$ cat src/rtl/instr_stream_loader.sv
// instr_stream_loader
// Turns a framed 8-bit byte stream into word writes to an instruction memory.
// Control bytes: 0xFE starts (or restarts) a frame, 0xFF ends it, and 0xFD
// escapes the following byte so it is always taken as data. Completed words
// are written to consecutive addresses starting at 0. An END that leaves a
// partial word writes it zero-padded and raises the sticky partial flag.
// Words completed while the memory is full are dropped and raise the sticky
// overflow flag.
module instr_stream_loader #(
    parameter int WORD_BYTES = 4,
    parameter int DEPTH      = 64,
    parameter int ADDR_W     = 6,
    parameter bit BIG_ENDIAN = 1'b1
) (
    input  logic                    clk_i,
    input  logic                    reset,
    input  logic                    byte_valid_i,
    input  logic [7:0]              byte_i,
    output logic                    mem_we_o,
    output logic [ADDR_W-1:0]       mem_addr_o,
    output logic [8*WORD_BYTES-1:0] mem_wdata_o,
    output logic                    busy_o,
    output logic                    done_o,
    output logic [ADDR_W:0]         word_count_o,
    output logic                    overflow_o,
    output logic                    partial_o
);

    localparam int IDX_W  = (WORD_BYTES > 1) ? $clog2(WORD_BYTES) : 1;
    localparam int WORD_W = 8 * WORD_BYTES;

    localparam logic [7:0] BYTE_START = 8'hFE;
    localparam logic [7:0] BYTE_END   = 8'hFF;
    localparam logic [7:0] BYTE_ESC   = 8'hFD;

    localparam logic [1:0] ST_IDLE = 2'd0;
    localparam logic [1:0] ST_LOAD = 2'd1;
    localparam logic [1:0] ST_ESC  = 2'd2;

    localparam logic [IDX_W-1:0] LAST_IDX   = IDX_W'(WORD_BYTES - 1);
    localparam logic [ADDR_W:0]  FULL_COUNT = (ADDR_W + 1)'(DEPTH);

    logic [1:0]        state_q, state_d;
    logic [IDX_W-1:0]  idx_q, idx_d;
    logic [7:0]        lane_q  [WORD_BYTES];
    logic [7:0]        lane_d  [WORD_BYTES];
    logic [7:0]        lane_wr [WORD_BYTES];
    logic [ADDR_W:0]   count_q, count_d;
    logic              overflow_q, overflow_d;
    logic              partial_q, partial_d;
    logic              we_q, we_d;
    logic              done_q, done_d;
    logic [ADDR_W-1:0] addr_q, addr_d;
    logic [WORD_W-1:0] wdata_q, wdata_d;
    logic [WORD_W-1:0] word_asm;

    logic restart_en;
    logic store_en;
    logic end_en;
    logic emit_en;
    logic mem_full;

    // Classify the incoming byte against the current framing state.
    always_comb begin
        state_d    = state_q;
        restart_en = 1'b0;
        store_en   = 1'b0;
        end_en     = 1'b0;
        if (byte_valid_i) begin
            case (state_q)
                ST_IDLE: begin
                    if (byte_i == BYTE_START) begin
                        restart_en = 1'b1;
                        state_d    = ST_LOAD;
                    end
                end
                ST_LOAD: begin
                    if (byte_i == BYTE_START) begin
                        restart_en = 1'b1;
                    end else if (byte_i == BYTE_END) begin
                        end_en  = 1'b1;
                        state_d = ST_IDLE;
                    end else if (byte_i == BYTE_ESC) begin
                        state_d = ST_ESC;
                    end else begin
                        store_en = 1'b1;
                    end
                end
                ST_ESC: begin
                    store_en = 1'b1;
                    state_d  = ST_LOAD;
                end
                default: begin
                    state_d = ST_IDLE;
                end
            endcase
        end
    end

    // A word leaves the buffer when its last lane fills, or at END with a
    // partially filled buffer.
    assign emit_en  = (store_en && (idx_q == LAST_IDX)) || (end_en && (idx_q != '0));
    assign mem_full = (count_q == FULL_COUNT);

    // Lane buffer with the current byte merged in, and its packing into a
    // word in the configured byte order. Unfilled lanes are always zero, so
    // a partial word comes out zero-padded.
    genvar gi;
    generate
        for (gi = 0; gi < WORD_BYTES; gi++) begin : g_lane
            assign lane_wr[gi] = (store_en && (idx_q == IDX_W'(gi))) ? byte_i : lane_q[gi];
            if (BIG_ENDIAN) begin : g_be
                assign word_asm[8*(WORD_BYTES-gi)-1 -: 8] = lane_wr[gi];
            end else begin : g_le
                assign word_asm[8*gi+7 -: 8] = lane_wr[gi];
            end
        end
    endgenerate

    // Next-state for the byte index, buffer, counters, flags and write port.
    always_comb begin
        idx_d      = idx_q;
        lane_d     = lane_wr;
        count_d    = count_q;
        overflow_d = overflow_q;
        partial_d  = partial_q;
        we_d       = 1'b0;
        done_d     = end_en;
        addr_d     = addr_q;
        wdata_d    = wdata_q;
        if (restart_en) begin
            idx_d      = '0;
            count_d    = '0;
            overflow_d = 1'b0;
            partial_d  = 1'b0;
            for (int k = 0; k < WORD_BYTES; k++) begin
                lane_d[k] = 8'h00;
            end
        end else begin
            if (store_en) begin
                idx_d = (idx_q == LAST_IDX) ? '0 : idx_q + IDX_W'(1);
            end
            if (end_en) begin
                idx_d = '0;
                if (idx_q != '0) begin
                    partial_d = 1'b1;
                end
            end
            if (emit_en) begin
                idx_d = '0;
                for (int k = 0; k < WORD_BYTES; k++) begin
                    lane_d[k] = 8'h00;
                end
                if (mem_full) begin
                    overflow_d = 1'b1;
                end else begin
                    we_d    = 1'b1;
                    addr_d  = count_q[ADDR_W-1:0];
                    wdata_d = word_asm;
                    count_d = count_q + (ADDR_W + 1)'(1);
                end
            end
        end
    end

    // State registers with synchronous reset; reset drops any frame in flight.
    always_ff @(posedge clk_i) begin
        if (reset) begin
            state_q    <= ST_IDLE;
            idx_q      <= '0;
            count_q    <= '0;
            overflow_q <= 1'b0;
            partial_q  <= 1'b0;
            we_q       <= 1'b0;
            done_q     <= 1'b0;
            addr_q     <= '0;
            wdata_q    <= '0;
            for (int k = 0; k < WORD_BYTES; k++) begin
                lane_q[k] <= 8'h00;
            end
        end else begin
            state_q    <= state_d;
            idx_q      <= idx_d;
            count_q    <= count_d;
            overflow_q <= overflow_d;
            partial_q  <= partial_d;
            we_q       <= we_d;
            done_q     <= done_d;
            addr_q     <= addr_d;
            wdata_q    <= wdata_d;
            for (int k = 0; k < WORD_BYTES; k++) begin
                lane_q[k] <= lane_d[k];
            end
        end
    end

    assign mem_we_o     = we_q;
    assign mem_addr_o   = addr_q;
    assign mem_wdata_o  = wdata_q;
    assign busy_o       = (state_q != ST_IDLE);
    assign done_o       = done_q;
    assign word_count_o = count_q;
    assign overflow_o   = overflow_q;
    assign partial_o    = partial_q;

endmodule

$ cat config.mk
export PLATFORM = sky130hd
export DESIGN_NAME = instr_stream_loader
export DESIGN_NICKNAME = d
export VERILOG_FILES = /design/src/rtl/instr_stream_loader.sv
export SDC_FILE = /design/constraint.sdc
export NUM_CORES = 1
export LEC_CHECK = 0
export ABC_AREA = 1
export BUFFER_PORTS_ARGS = -buffer_cell sky130_fd_sc_hd__buf_2
export CORE_MARGIN = 2
export CORE_UTILIZATION = 45
export DETAILED_ROUTE_END_ITERATION = 8
export GPL_TIMING_DRIVEN = 0
export MAX_ROUTING_LAYER = met4
export PLACE_DENSITY = 0.66
export SLEW_MARGIN = 0
export SYNTH_ARGS = -nofsm -noshare
export SYNTH_HDL_FRONTEND = slang
export SYNTH_SLANG_ARGS = --single-unit
export TNS_END_PERCENT = 50
$ cat constraint.sdc
create_clock -name clk_i -period 2.45 [get_ports clk_i]
set_input_delay 0.49 -clock clk_i [delete_from_list [all_inputs] [get_ports clk_i]]
set_output_delay 0.49 -clock clk_i [all_outputs]
set_load 0.02 [all_outputs]
==> impl_metrics.ini <==
[place]
dp_hpwl_um = 6150
numPortBuffers = 60
place_congestion = 0.816
dp.cells = 682

[yosys]
synth_top_area_share_pct = 45.4
synth_largest_area_cell = dfxtp_1
netlist_area_mm2 = 0.00375
synth_warnings = 0
synthCells = 517
ys_ff_latch = 85
ys_types = 27
seq_area_frac_synth_pct = 45.4
synth-main-ff-cell = dfxtp_1
yosysMostFrequentCell = nand2_1
synth_nets = 538
synthTopCellsByCount = 136 x nand2_1, 92 x nor2_1, 85 x dfxtp_1, 55 x inv_1, 24 x o21ai_0
yosys-top-cells-area = dfxtp_1 45%, nand2_1 14%, nor2_1 9.2%
avgSynthCellArea_um2 = 7.25
synth-edff-count = 0
async_reset_ff_share_pct = 0

[run_status]
status = finished, final reports clean

[floorplan]
floorplan.initialDensity_pct = 46.1
die_area_mm2 = 0.00907
io_pins = 61
core_area_mm2 = 0.00813
die_h_um = 95.3
core.rowCount = 33
die_w_um = 95.3

[cts]
cts-root-buf = clkbuf_8
clk_pin_slew_ns = 0.08
insertion_delay_ns = 0.36
h-tree-depth = 3
cts_tree = done
postCtsHoldBufs = 0
postCtsSetupRepairBufs = 0
clockBufferDepth = 2
cts_resized = 0
cts_buffers = 9
clock-sinks = 85

[route]
routedWlPerCell_um = 12.0
dr.first_iter.drc_count = 154
dr.pass1.iters = 4
drc_errors = 0
drt_wl_total_um = 8360
drtAntennaViolNets = 0
vias = 3328
viasPerCell = 4.77

[global_routing]
grt_start_max_net_pins = 14
gr-usage-all-layers_pct = 20.6
overflow = 0
grt_pass1_wl_um = 13900
grt_pass1_vias = 3127
antenna_found_initial = 0

[finish]
drive_gt1_share_pct = 18.9
final_cells = 698
antenna_cells = 0
areaGrowthSynthToFinish_pct = 17.1
fill_cells = 824
fin_nets = 609

[worst_setup_path]
reg2reg_depth = 11
r2r_start = state_q[0]
crit_arrival_ns = 2.36
crit_required_ns = 2.70
cp_max_fo = 10
rrSetupSlack_ns = 0.34
worstReg2RegEnd = mem_wdata_o[26]
endpoint_kind = flop
start_kind = flop
crit_type = reg -> reg

[timing]
setup_tns_ns = 0
finClkSkew_ns = 0.00870
maxSlewHeadroom_pct = 63.9
tightest_slew_ns = 0.541
rsz0062_at_grt = no
whs_ns = 0.358
finalHoldViolCount = 0
setup_violations = 0
final.min_clock_period_ns = 2.11
finalCritPeriodShare_pct = 86.0
slew_violations = 0
timing.fmax_ghz = 0.475

[flow_run]
drv_cap = 0

[power]
powerDensity_mw_per_mm2 = 597
ir_drop_uv = 300
power_uw = 2620
p_leak_uw = 0.00212

[hold_path]
min_to = mem_we_o
hold_class = in -> reg
hp-start = reset
min_path_cells = 2
cells in the final DEF, fill, tap and decap left out, types with 9 or more instances in the layout:
master and count:
inv_1 55, nor2_1 92, ha_1 10, a21oi_1 13
clkbuf_1 10, o21ai_0 24, nand3_1 14, nand2_1 136
nand4_1 17, dfxtp_1 85, buf_2 67, nor2_2 12
and2_1 16, clkbuf_8 9
final cells by class:
cell class                      count  area, um^2  share of cell area (%)
Sequential cell                    85        1700                    38.8
Multi-Input combinational cell    351        1690                    38.5
Timing Repair Buffer               60         300                    6.85
Inverter                           57         214                    4.88
Buffer                             24         144                    3.28
Clock buffer                       12         135                    3.08
Tap cell                          105         131                    2.99
Clock inverter                      4        72.6                    1.65
cells by family after synthesis:
kind of cell	count (synthesis)	share of synthesized area, %
AOI/OAI and AO/OA	40	5.61
xor gates and xnor gates	5	1.17
adders and majority gates	10	3.34
buffers and inverters	81	9.55
DFF	85	45.4
and+or+nand+nor	296	34.9
sequential cells by signal, indices dropped and copies added, names as in the netlist:
register / cells
overflow_o: 1
idx_q: 2
state_q: 2
lane_q: 32
partial_o: 1
mem_addr_o: 6
done_o: 1
mem_we_o: 1
mem_wdata_o: 32
word_count_o: 7
critical path: stages, from the launching register on:
cell and delay, ns:
dfxtp_1 0.38, inv_1 0.10, ha_1 0.29, nand2_1 0.05, inv_1 0.14, buf_2 0.25, buf_1 0.35, nand4_1 0.16
nand2_1 0.13, nand2_1 0.06, nand2_1 0.07, nor2_1 0.04
stage by stage:
| step | util [%] | setup slack [ns] | cell area [um^2] |
|---|---|---|---|
| global placement | 51.4 | 0.345 | 4180 |
| finish | 53.9 | 0.344 | 4390 |
| detailed placement | 51.4 | 0.326 | 4180 |
| CTS | 53.9 | 0.359 | 4390 |
| floorplan | - | 0.674 | 3750 |
| global route | 53.9 | 0.166 | 4390 |
power by group:
part / leakage, uW / switching, uW / internal [uW]
clock network: 0.000101 / 487 / 574
logic: 0.00133 / 121 / 46.6
registers: 0.000684 / 4.26 / 1390
worst max path at each step:
stage | startpoint | end | slack [ns] | cells after the start
2_1_floorplan | state_q[0] | mem_wdata_o[25] | 0.67 | 11
3_3_place_gp | byte_i[0] | idx_q[0] | 0.35 | 14
3_5_place_dp | byte_i[0] | idx_q[0] | 0.33 | 14
4_1_cts | state_q[0] | mem_wdata_o[26] | 0.36 | 11
5_1_grt | state_q[0] | mem_wdata_o[26] | 0.17 | 11
6_report | state_q[0] | mem_wdata_o[26] | 0.34 | 11
per-layer routing:
layer	track usage (%)	part of all wire [%]	up-vias
met3	5.14	6.0	20
met2	32.0	46	71
met1	25.0	45	1510
li1	-	-	1727
met4	9.90	2.6	0
met5	-	0	-
Power figures use the tool's default switching activity.
